$ cat src/rtl/arb_pkg.sv
// Shared types and sizes for the round-robin decoder arbiter.
package arb_pkg;

  localparam int NUM_REQ = 4;
  localparam int IDX_W   = 2;

  typedef enum logic [0:0] {
    IDLE  = 1'b0,
    GRANT = 1'b1
  } state_t;

endpackage

$ cat src/rtl/decoder2x4.sv
// 2-to-4 one-hot decoder used to turn the winner index into grant lines.
module decoder2x4
  import arb_pkg::*;
(
  input  logic [IDX_W-1:0]   i,
  output logic [NUM_REQ-1:0] d
);

  // one-hot decode of the index
  always_comb begin
    d    = '0;
    d[i] = 1'b1;
  end

endmodule

$ cat src/rtl/rr_decoder_arbiter.sv
// Four-client round-robin arbiter with a per-grant tenure limit and a
// mandatory idle cycle between any two grants.
//
// state | meaning
// IDLE  | no grant; arbitrate among pending requests (also the guard cycle)
// GRANT | one client owns the resource; tenure counter running
module rr_decoder_arbiter
  import arb_pkg::*;
#(
  parameter int MAX_HOLD = 8,
  parameter int CNT_W    = 8
)
(
  input  logic               clk,
  input  logic               rst_n,
  input  logic [NUM_REQ-1:0] req,
  input  logic               done,
  output logic [NUM_REQ-1:0] gnt,
  output logic [IDX_W-1:0]   gnt_idx,
  output logic               busy
);

  state_t             state_q, state_d;
  logic [IDX_W-1:0]   last_q, last_d;
  logic [IDX_W-1:0]   idx_d;
  logic [IDX_W-1:0]   winner;
  logic [IDX_W-1:0]   cand;
  logic [CNT_W-1:0]   cnt_q, cnt_d;
  logic               busy_d;
  logic               release_c;
  logic [NUM_REQ-1:0] dec_out;

  // round-robin scan: lowest offset from last winner wins; later loop
  // iterations overwrite earlier ones, so scan from the far end inward
  always_comb begin
    winner = last_q + IDX_W'(1);
    cand   = '0;
    for (int k = NUM_REQ; k >= 1; k--) begin
      cand = last_q + IDX_W'(k);
      if (req[cand]) winner = cand;
    end
  end

  assign release_c = done | ~req[gnt_idx] | (cnt_q == CNT_W'(MAX_HOLD));

  // next-state logic; release always lands in IDLE, which forms the guard cycle
  always_comb begin
    state_d = state_q;
    last_d  = last_q;
    idx_d   = gnt_idx;
    cnt_d   = cnt_q;
    busy_d  = busy;
    case (state_q)
      IDLE: begin
        if (|req) begin
          state_d = GRANT;
          idx_d   = winner;
          busy_d  = 1'b1;
          cnt_d   = CNT_W'(1);
        end
      end
      GRANT: begin
        if (release_c) begin
          state_d = IDLE;
          busy_d  = 1'b0;
          last_d  = gnt_idx;
          cnt_d   = '0;
        end else begin
          cnt_d = cnt_q + CNT_W'(1);
        end
      end
      default: begin
        state_d = IDLE;
        busy_d  = 1'b0;
        cnt_d   = '0;
      end
    endcase
  end

  decoder2x4 u_dec (
    .i (idx_d),
    .d (dec_out)
  );

  // register state, pointer, tenure counter and the gated one-hot grant
  always_ff @(posedge clk or negedge rst_n) begin
    if (!rst_n) begin
      state_q <= IDLE;
      last_q  <= 2'b11;
      cnt_q   <= '0;
      gnt_idx <= '0;
      busy    <= 1'b0;
      gnt     <= '0;
    end else begin
      state_q <= state_d;
      last_q  <= last_d;
      cnt_q   <= cnt_d;
      gnt_idx <= idx_d;
      busy    <= busy_d;
      gnt     <= dec_out & {NUM_REQ{busy_d}};
    end
  end

  // grant lines never carry more than one client
  always @(posedge clk) begin
    if (rst_n) assert ($onehot0(gnt));
  end

endmodule

$ cat config.mk
export PLATFORM = sky130hd
export DESIGN_NAME = rr_decoder_arbiter
export DESIGN_NICKNAME = d
export VERILOG_FILES = /design/src/rtl/arb_pkg.sv /design/src/rtl/decoder2x4.sv /design/src/rtl/rr_decoder_arbiter.sv
export SDC_FILE = /design/constraint.sdc
export NUM_CORES = 1
export LEC_CHECK = 0
export ABC_AREA = 0
export BUFFER_PORTS_ARGS = -buffer_cell sky130_fd_sc_hd__buf_4
export CAP_MARGIN = 20
export CORE_MARGIN = 5
export CORE_UTILIZATION = 50
export CTS_CLUSTER_DIAMETER = 50
export CTS_CLUSTER_SIZE = 24
export DETAILED_ROUTE_END_ITERATION = 16
export GPL_ROUTABILITY_DRIVEN = 0
export PLACE_DENSITY = 0.69
export RECOVER_POWER = 50
export SLEW_MARGIN = 15
export SYNTH_ARGS = -nofsm -noshare
export SYNTH_HDL_FRONTEND = slang
export SYNTH_SLANG_ARGS = --single-unit
$ cat constraint.sdc
create_clock -name clk -period 2 [get_ports clk]
set_input_delay 0.2 -clock clk [delete_from_list [all_inputs] [get_ports clk]]
set_output_delay 0.2 -clock clk [all_outputs]
set_load 0.02 [all_outputs]
==> summary.md, run 1 <==
| Metric | Value |
|---|---|
| Status | finished clean |
| Syn Area/Cell | 9.82 µm² |
| Die Height | 55.0 µm |
| Reg2reg start | cnt_q[5] |
| TritonCTS buffer count | 3 |
| Post-synthesis instance area | 1010 µm² |
| First-pass GRT wire length | 3.92 mm |
| # H-tree levels | 1 |
| Unrepaired setup endpoints after global routing | no |
| CP Depth | 4 |
| Fillers | 172 |
| Num rows | 16 |
| Remaining DRCs | 0 |
| Kind of critical path | reg -> reg |
| Max Slew Vio Count | 0 |
| Worst hold stages | 5 |
| Leakage power | 0.000527 µW |
| Pwr dens | 1300 nW/µm² |
| Syn Nets | 112 |
| Hold Path Origin | req[1] |
| Starting density of the core | 52.1% |
| Tcrit/Tclk final | 93.4% |
| Antenna Nets Post-Route | 0 |
| Gr usage total | 18.5% |
| Via density | 5.63 |
| Critical Path RT | between 2 and 2.5 ns |
| Critical path destination | gnt[0] |
| Port bufs | 13 |
| Critical path's slowest cell | or4_1 |
| Mapped Cells | 103 |
| Final Setup Violations | 0 |
| Reg clk slew, reported paths | approximately 0.1 ns |
| Slew margin rel. | 33.4% |
| TritonCTS clock tree | built |
| Post-synth cell types | 39 |
| CP delay by family, top | simple AND/OR/NAND/NOR gates |
| Area Overhead vs Synth | 17.7% |
| Post-layout util | between 60 and 70% |
| Clk sinks | 18 |
| Die W | 55.0 µm |
| Worst-Margin Slew | 0.999 ns |
| I/O Pins | 14 |
| Iteration-0 DRC Markers | 26 |
| Core area | 1940 µm² |
| Max-capacitance violation count | 0 |
| Die area | 3020 µm² |
| Vias in the first global route | 836 |
| R2r endpoint | gnt[0] |
| Final setup TNS | 0 ns |
| CTS root buf | clkbuf_4 |
| Seq/Total Area, Yosys | 44.8% |
| Largest net degree at the start of global routing | 19 |
| WP data arrival | between 2 and 2.5 ns |
| Post-CTS Resized | 0 |
| Clock Latency Late Sink | 0.30 ns |
| GRT overflow | 0 |
| Min cycle time layout | 1.87 ns |
| Worst Hold Class | in -> reg |
| Cell Chain, Critical Path | or4_1, o311a_1, a2bb2oi_2, and4b_1 |
| CTS Hold Bufs | 1 |
| Routed wire length | 2.21 mm |
| Critical path startpoint | cnt_q[5] |
| Max incr delay on CP | 0.53 ns |
| Initial antenna violation count | 0 |
| CP endpoint kind | flop |
| Hold WS | 0.397 ns |
| Layout cells sized above 1 | between 20% and 30% |
| DPL Wire Length | 1.60 mm |
| Startpoint types | flop |
| #FFs+latches synth | 18 |
| Fmax | 535 MHz |
| Final instance area | 1190 µm² |
| Worst clock skew | 0.00121 ns |
| Peak VDD IR | between 900 and 1000 µV |
| Worst path bufs/invs | 0 |
| Routed vias | ~840 |
| Longest Clk Path Bufs | 2 |
| YS warnings | 0 |
| Worst r2r path cells | 4 |
| Cell Area, Placed | roughly 1200 µm² |
| Post-CTS Setup Inserts | 0 |
| CP Max Fanout | 5 |
| Ant. Diodes | 0 |
| Routed len/inst | 14.8 µm |
| Internal reg-to-reg setup slack | ~0.13 ns |
| Initial DRT Pass Iterations | 4 |
| Hold Vio Cnt, Final | 0 |
| Total Nets Final | roughly 130 |
==> layout by cell type (no fill, tap or decap), types with 2 or more instances in the layout <==
cell type,synthesis,final
inv_1,6,6
nand2_1,11,11
o21ai_0,3,3
nand3_1,6,6
nor2_1,5,5
ha_1,2,2
inv_2,2,2
buf_4,0,13
o21ai_1,2,2
a31oi_1,7,7
and3_1,2,2
nor2b_1,3,3
a211oi_1,3,3
and4b_1,2,2
nor4_1,2,2
clkbuf_1,1,4
nand3b_1,2,2
mux2_4,2,2
nand2b_1,3,3
or4_1,2,2
dfstp_2,2,2
dfrtp_1,16,16
clkbuf_4,0,3
==> power breakdown <==
part	switching [µW]	internal [µW]
registers	132	494
clock network	119	111
logic	366	323
==> flip-flops by register name, summed over array words and instances, names as in the netlist <==
signal	flops
state_q	1
gnt_idx	2
busy	1
cnt_q	8
gnt	4
last_q	2
==> cell usage after synthesis <==
library cell | count | area (µm²)
a211oi_1 | 3 | 22.5
a21oi_1 | 1 | 5.00
a2bb2oi_2 | 1 | 15.0
a31o_2 | 1 | 8.76
a31oi_1 | 7 | 43.8
a32o_1 | 1 | 10.0
and3_1 | 2 | 12.5
and4b_1 | 2 | 20.0
buf_2 | 2 | 10.0
clkbuf_1 | 1 | 3.75
dfrtp_1 | 16 | 400
dfstp_2 | 2 | 52.6
ha_1 | 2 | 25.0
inv_1 | 6 | 22.5
inv_2 | 2 | 7.51
mux2_4 | 2 | 30.0
mux4_2 | 1 | 22.5
nand2_1 | 11 | 41.3
nand2b_1 | 3 | 18.8
nand2b_4 | 1 | 13.8
nand3_1 | 6 | 30.0
nand3b_1 | 2 | 15.0
nand4_1 | 1 | 6.26
nor2_1 | 5 | 18.8
nor2b_1 | 3 | 18.8
nor3b_1 | 1 | 7.51
nor4_1 | 2 | 12.5
o211a_1 | 1 | 10.0
o211ai_1 | 1 | 7.51
o21ai_0 | 3 | 15.0
o21ai_1 | 2 | 10.0
o21ba_2 | 1 | 10.0
o21bai_1 | 1 | 7.51
o22ai_1 | 1 | 6.26
o311a_1 | 1 | 10.0
o31ai_1 | 1 | 7.51
or4_1 | 2 | 15.0
xnor2_1 | 1 | 8.76
xor2_1 | 1 | 8.76
==> logic make-up (layout without fill, tap and decap cells) <==
logic type      after synthesis  in the layout  share of synthesized area (%)
fa+ha+maj                     2              2                           2.47
xor+xnor                      2              2                           1.73
flops                        18             18                           44.8
simple gates                 41             41                           22.8
buf+inv                      11             30                           4.33
mux                           3              3                           5.20
compound gates               26             26                           18.7
==> through the flow <==
stage / cells / setup WS, ns / power, µW
6_report: 149 / 0.131 / 1550
5_1_grt: 149 / 0.0327 / 1670
4_1_cts: 149 / 0.135 / 1570
3_5_place_dp: 144 / 0.157 / 1340
3_3_place_gp: 144 / 0.172 / 1330
2_1_floorplan: 103 / 0.180 / 1110
==> worst min-delay path by stage <==
stage | endpoint | slack (ns)
after global placement | state_q | 0.08
after CTS | gnt_idx[0] | 0.30
after floorplan | busy | -0.1
after detailed placement | state_q | 0.08
after global routing | cnt_q[1] | 0.42
final | cnt_q[3] | 0.40
==> area by class of cell <==
| cell class | count | area, µm² | share of cell area (%) |
|---|---|---|---|
| Tap cell | 27 | 33.8 | 2.84 |
| Sequential cell | 18 | 453 | 38.1 |
| Timing Repair Buffer | 18 | 123 | 10.3 |
| Clock buffer | 4 | 36.3 | 3.05 |
| Inverter | 8 | 30.0 | 2.52 |
| Multi-Input combinational cell | 74 | 514 | 43.2 |
==> worst min-delay path, delay by kind of cell <==
kind | cells | cell delay (ns)
compound gates | 1 | 0.05
simple gates | 3 | 0.30
buf+inv | 1 | 0.11
==> routing by layer <==
layer,part of all wire (%),global-route usage (%)
met3,3.6,3.75
met5,0,0
met2,47,28.0
met1,47,25.9
met4,2.0,7.29
Note: power is estimated with default switching activity, not from simulation.
==> inputs of run 2 (changes only) <==
Settings changed: CORE_UTILIZATION 50 to 52, CTS_BUF_LIST set to sky130_fd_sc_hd__clkbuf_8, PLACE_DENSITY 0.69 to 0.71.
==> summary.md, run 2 (synthesis results as in run 1) <==
| Metric | Value |
|---|---|
| Status | finished clean |
| Startpoint types | flop |
| NetSw | 651 µW (+5.5%) |
| Core area | 1900 µm² (-2.1%) |
| Initial antenna violation count | 0 (unchanged) |
| Critical path destination | gnt[0] |
| Routed vias | 887 (+5.7%) |
| WP data arrival | 2.08 ns (about the same) |
| Unrepaired setup endpoints after global routing | no |
| # H-tree levels | 1 (unchanged) |
| Routed wire length | 2.37 mm (+7.1%) |
| Post-CTS Setup Inserts | 0 (unchanged) |
| Placed Cells | 144 (unchanged) |
| Tot Pwr | 1660 µW (+7.4%) |
| Slew margin rel. | 36.7% (+3.3 points) |
| Max reg flops | 8 (unchanged) |
| Initial DRT Pass Iterations | 4 (unchanged) |
| CP Depth | 4 (unchanged) |
| Min cycle time layout | 1.93 ns (+0.0639 ns) |
| Total Nets Final | 132 (unchanged) |
| R2r endpoint | gnt[0] |
| Sw frac | 39.2% (-0.72 points) |
| Routed len/inst | 15.9 µm (+7.1%) |
| Pwr dens | 1360 nW/µm² (+4.4%) |
| Biggest regs | cnt_q x8, gnt x4 |
| Die W | 54.1 µm (-1.6%) |
| Tcrit/Tclk final | 96.6% (+3.2 points) |
| Die Height | 54.1 µm (-1.6%) |
| Vias in the first global route | 845 (+1.1%) |
| CP delay by family, top | simple AND/OR/NAND/NOR gates |
| Worst Hold Class | in -> reg |
| Kind of critical path | reg -> reg |
| I/O Pins | 14 (unchanged) |
| Ant. Diodes | 0 (unchanged) |
| Clock Latency Late Sink | 0.26 ns (-0.04 ns) |
| Cell Chain, Critical Path | or4_1, o311a_4, a2bb2oi_2, and4b_1 |
| Max Slew Vio Count | 0 (unchanged) |
| First-pass GRT wire length | 4.02 mm (+2.6%) |
| Via density | 5.95 (+5.7%) |
| Hold WS | 0.399 ns (+0.00213 ns) |
| Port bufs | 13 (unchanged) |
| Clock power frac | 18.3% (+3.4 points) |
| Final setup TNS | 0 ns (unchanged) |
| Reg2reg start | cnt_q[5] |
| Peak VDD IR | 869 µV (-5.8%) |
| Worst path bufs/invs | 0 (unchanged) |
| Post-route insts no fill | 149 (unchanged) |
| Iteration-0 DRC Markers | 36 (+38%) |
| Gr usage total | 19.6% (+1.0 points) |
| Reg clk slew, reported paths | 0.07 ns (-0.03 ns) |
| Critical path's slowest cell | or4_1 |
| Fmax | 517 MHz (-3.3%) |
| TritonCTS buffer count | 3 (unchanged) |
| Critical path startpoint | cnt_q[5] |
| Hold Vio Cnt, Final | 0 (unchanged) |
| Longest Clk Path Bufs | 2 (unchanged) |
| Most flops, register | cnt_q |
| DPL Wire Length | 1.78 mm (+12%) |
| CTS root buf | clkbuf_8 |
| Commonest non-fill, non-tap cells in the layout | dfrtp_1, buf_4, nand2_1 |
| Remaining DRCs | 0 (unchanged) |
| Largest net degree at the start of global routing | 19 (unchanged) |
| Internal reg-to-reg setup slack | 0.07 ns (-0.06 ns) |
| Worst clock skew | 0.00380 ns (+0.00259 ns) |
| Num rows | 16 (unchanged) |
| Max-capacitance violation count | 0 (unchanged) |
| Most common cell after layout, fill and taps aside | dfrtp_1 |
| Final Setup Violations | 0 (unchanged) |
| Pint | 1010 µW (+8.7%) |
| CP endpoint kind | flop |
| Worst-Margin Slew | 0.949 ns (-0.0502 ns) |
| Max incr delay on CP | 0.55 ns (+0.02 ns) |
| Antenna Nets Post-Route | 0 (unchanged) |
| Worst r2r path cells | 4 (unchanged) |
| Die area | 2930 µm² (-3.2%) |
| Leakage power | 0.000543 µW (+3.1%) |
| Starting density of the core | 53.2% (+1.1 points) |
| Fillers | 157 (-8.7%) |
| Clk sinks | 18 (unchanged) |
| Sequential group share of total power | 37.8% (-2.7 points) |
| TritonCTS clock tree | built |
| GRT overflow | 0 (unchanged) |
| Combinational Power Share | 43.9% (-0.7 points) |
| Area Overhead vs Synth | 21.0% |
| Critical Path RT | 2.15 ns (-0.05 ns) |
| Layout cells sized above 1 | 24.6% (+1.6 points) |
| CP Max Fanout | 7 (+2) |
## run 2: worst min-delay path by stage
stage,startpoint,end,slack [ns],cells after the start
after global routing,done,cnt_q[2],0.41,5
after CTS,rst_n,cnt_q[1],0.35,2
final,done,cnt_q[2],0.40,5
after global placement,rst_n,cnt_q[0],0.08,1
after detailed placement,rst_n,cnt_q[0],0.08,1
after floorplan,rst_n,busy,-0.1,0
## run 2: cell type report
cell class | count | area, µm² | share of cell area (%)
tap | 27 | 33.8 | 2.76
timing repair buffer | 18 | 126 | 10.3
sequential | 18 | 453 | 37.0
multi-input combinational | 74 | 526 | 42.9
inverter | 8 | 30.0 | 2.45
clock buffer | 4 | 55.1 | 4.50
## run 2: power by group through the flow
stage	logic (µW)	clock network [µW]	registers [µW]
after floorplan	446	0	662
after global placement	697	0	635
after detailed placement	726	0	632
after CTS	729	304	626
after global routing	783	327	652
final	728	303	628
## run 2: metrics by stage
stage | worst slack (ns) | utilization (%) | cell area (µm²)
4_1_cts | 0.0401 | 64.3 | 1220
2_1_floorplan | 0.180 | - | 1010
5_1_grt | 0.00520 | 64.3 | 1220
6_report | 0.0672 | 64.3 | 1220
3_3_place_gp | 0.111 | 60.9 | 1160
3_5_place_dp | 0.0418 | 60.9 | 1160
## run 2: worst min-delay path: stages
cell      delay [ns]
buf_4           0.07
inv_1           0.05
o311a_4         0.14
nand3b_1        0.08
a31oi_1         0.08
## run 2: what timing repair did
item | in CTS | in global routing
hold buffers | 1 | 0
gates resized for setup | 0 | 1
hold endpoints to repair | 16 | 0
setup endpoints to repair | 0 | 3
## run 2: per-layer routing
metal  share of wire, %  track usage (%)
met2                 46             30.2
met1                 45             27.0
met3                5.4             3.05
met4                2.7             8.30
met5                  0                0
==> inputs of run 3 (changes only) <==
Settings changed: CORE_UTILIZATION 52 to 50, PLACE_DENSITY 0.71 to 0.72.
Clock period 2 ns to 1.7 ns, I/O delays scaled along.
==> summary.md, run 3 (synthesis results as in run 1) <==
| Metric | Value |
|---|---|
| Max Slew Vio Count | 0 (unchanged) |
| First-pass GRT wire length | 3.76 mm (-6.5%) |
| Worst-Margin Slew | 0.952 ns (+0.00295 ns) |
| Largest net degree at the start of global routing | 19 (unchanged) |
| CP Max Fanout | 7 (unchanged) |
| CP endpoint kind | flop |
| Clock Latency Late Sink | 0.26 ns (about the same) |
| Leakage power | 0.000612 µW (+13%) |
| Final setup TNS | -0.765 ns (-0.765 ns) |
| Tcrit/Tclk final | 107% (+10 points) |
| Total Nets Final | 143 (+8.3%) |
| I/O Pins | 14 (unchanged) |
| Most common cell after layout, fill and taps aside | buf_4 |
| Peak VDD IR | 1150 µV (+32%) |
| DPL Wire Length | 1.72 mm (-3.6%) |
| Routed len/inst | 14.4 µm (-9.4%) |
| Num rows | 16 (unchanged) |
| Status | finished, violations left |
| Die W | 55.0 µm (+1.6%) |
| Max reg flops | 8 (unchanged) |
| Antenna Nets Post-Route | 0 (unchanged) |
| Pre-CTS setup slack | -0.154 ns (-0.196 ns) |
| TritonCTS buffer count | 3 (unchanged) |
| Core area | 1940 µm² (+2.1%) |
| CTS root buf | clkbuf_8 |
| Port bufs | 13 (unchanged) |
| Initial antenna violation count | 0 (unchanged) |
| Reg clk slew, reported paths | 0.07 ns (about the same) |
| Biggest regs | cnt_q x8, gnt x4 |
| Violated checks | negative setup slack |
| Critical Path RT | 1.89 ns (-0.26 ns) |
| Routed vias | 934 (+5.3%) |
| Die Height | 55.0 µm (+1.6%) |
| Starting density of the core | 52.1% (-1.1 points) |
| WP data arrival | 2.01 ns (-0.07 ns) |
| Routed wire length | 2.30 mm (-2.7%) |
| Max-capacitance violation count | 0 (unchanged) |
| Initial DRT Pass Iterations | 4 (unchanged) |
| Worst clock skew | 0.00332 ns (-0.000475 ns) |
| Unrepaired setup endpoints after global routing | yes |
| Ant. Diodes | 0 (unchanged) |
| GRT overflow | 0 (unchanged) |
| Iteration-0 DRC Markers | 19 (-47%) |
| Layout cells sized above 1 | 35.3% (+11 points) |
| Fmax | 551 MHz (+6.6%) |
| Kind of critical path | reg -> reg |
| Vias in the first global route | 866 (+2.5%) |
| Worst Hold Class | in -> reg |
| Remaining DRCs | 0 (unchanged) |
| TritonCTS clock tree | built |
| Min cycle time layout | 1.81 ns (-0.119 ns) |
| Slew margin rel. | 36.6% (-0.20 points) |
| Gr usage total | 18.1% (-1.5 points) |
| Startpoint types | flop |
| Commonest non-fill, non-tap cells in the layout | buf_4, dfrtp_1, nand2_1 |
| Clk sinks | 18 (unchanged) |
| Pwr dens | 1610 nW/µm² (+19%) |
| Via density | 5.84 (-1.9%) |
| Die area | 3020 µm² (+3.3%) |
| Final WS setup | -0.114 ns (-0.181 ns) |
| Hold Vio Cnt, Final | 0 (unchanged) |
| Most flops, register | cnt_q |
| Area Overhead vs Synth | 33.8% |
| Final Setup Violations | 11 (+11) |
| # H-tree levels | 1 (unchanged) |
| Longest Clk Path Bufs | 2 (unchanged) |
run 3: cell count changes in the layout (fill, tap and decap cells not counted), moves of 2 or more:
cell	previous run	this run
buf_6	0	2
a211oi_2	0	2
clkbuf_1	3	1
a211oi_1	3	1
buf_4	14	25
run 3: routing by layer:
layer	GRT usage (%)	up-vias	part of all wire (%)
met5	0	-	0
met4	7.29	0	2.0
met3	5.90	7	7.3
met2	30.1	37	47
met1	21.5	455	43
li1	-	435	-
run 3: final cells by class:
class	count	area (µm²)
sequential	18	453
tap	27	33.8
inverter	8	30.0
multi-input combinational	74	557
clock buffer	4	55.1
fill	160	589
timing repair buffer	29	224
run 3: worst max-delay path, cell delays in order (launching register included):
cell and delay [ns]:
dfrtp_1 0.38, or4_4 0.54, o311a_4 0.36, nand2b_4 0.17, mux2_4 0.29
run 3: timing repair:
item / in CTS / in global routing
hold buffers: 1 / 0
setup endpoints to repair: 14 / 14
hold endpoints to repair: 16 / 0
pin swaps: 1 / 1
setup buffers: 0 / 0
gates resized for setup: 2 / 6
run 3: path summary, 6_finish.rpt:
path                       slack, ns  startpoint  cells after the start          to
max                            -0.11    cnt_q[5]                      4   last_q[1]
min                             0.41        done                      5     state_q
max reg2reg                    -0.11    cnt_q[5]                      4   last_q[1]
min reg2reg                     0.57    cnt_q[2]                      1    cnt_q[2]
max in group asynchronous       0.55       rst_n                      2  gnt_idx[1]
min in group asynchronous       0.57       rst_n                      2    cnt_q[1]
run 3: per-stage QoR:
stage	utilization [%]	power, µW	cell area, µm²	instances	hold WS, ns
after global routing	69.7	2310	1350	160	0.431
after floorplan	-	1310	1010	103	-0.126
after global placement	63.9	1720	1240	155	0.0487
final	69.7	2180	1350	160	0.407
after detailed placement	63.9	1740	1240	155	0.0502
after CTS	68.0	2110	1320	160	0.314
run 3: power by group:
part	internal, µW	switching, µW	leakage [µW]	total (µW)
clock	206	145	0.0000288	352
sequential	583	130	0.000230	713
combinational	577	538	0.000354	1110
total	1370	813	0.000612	2180
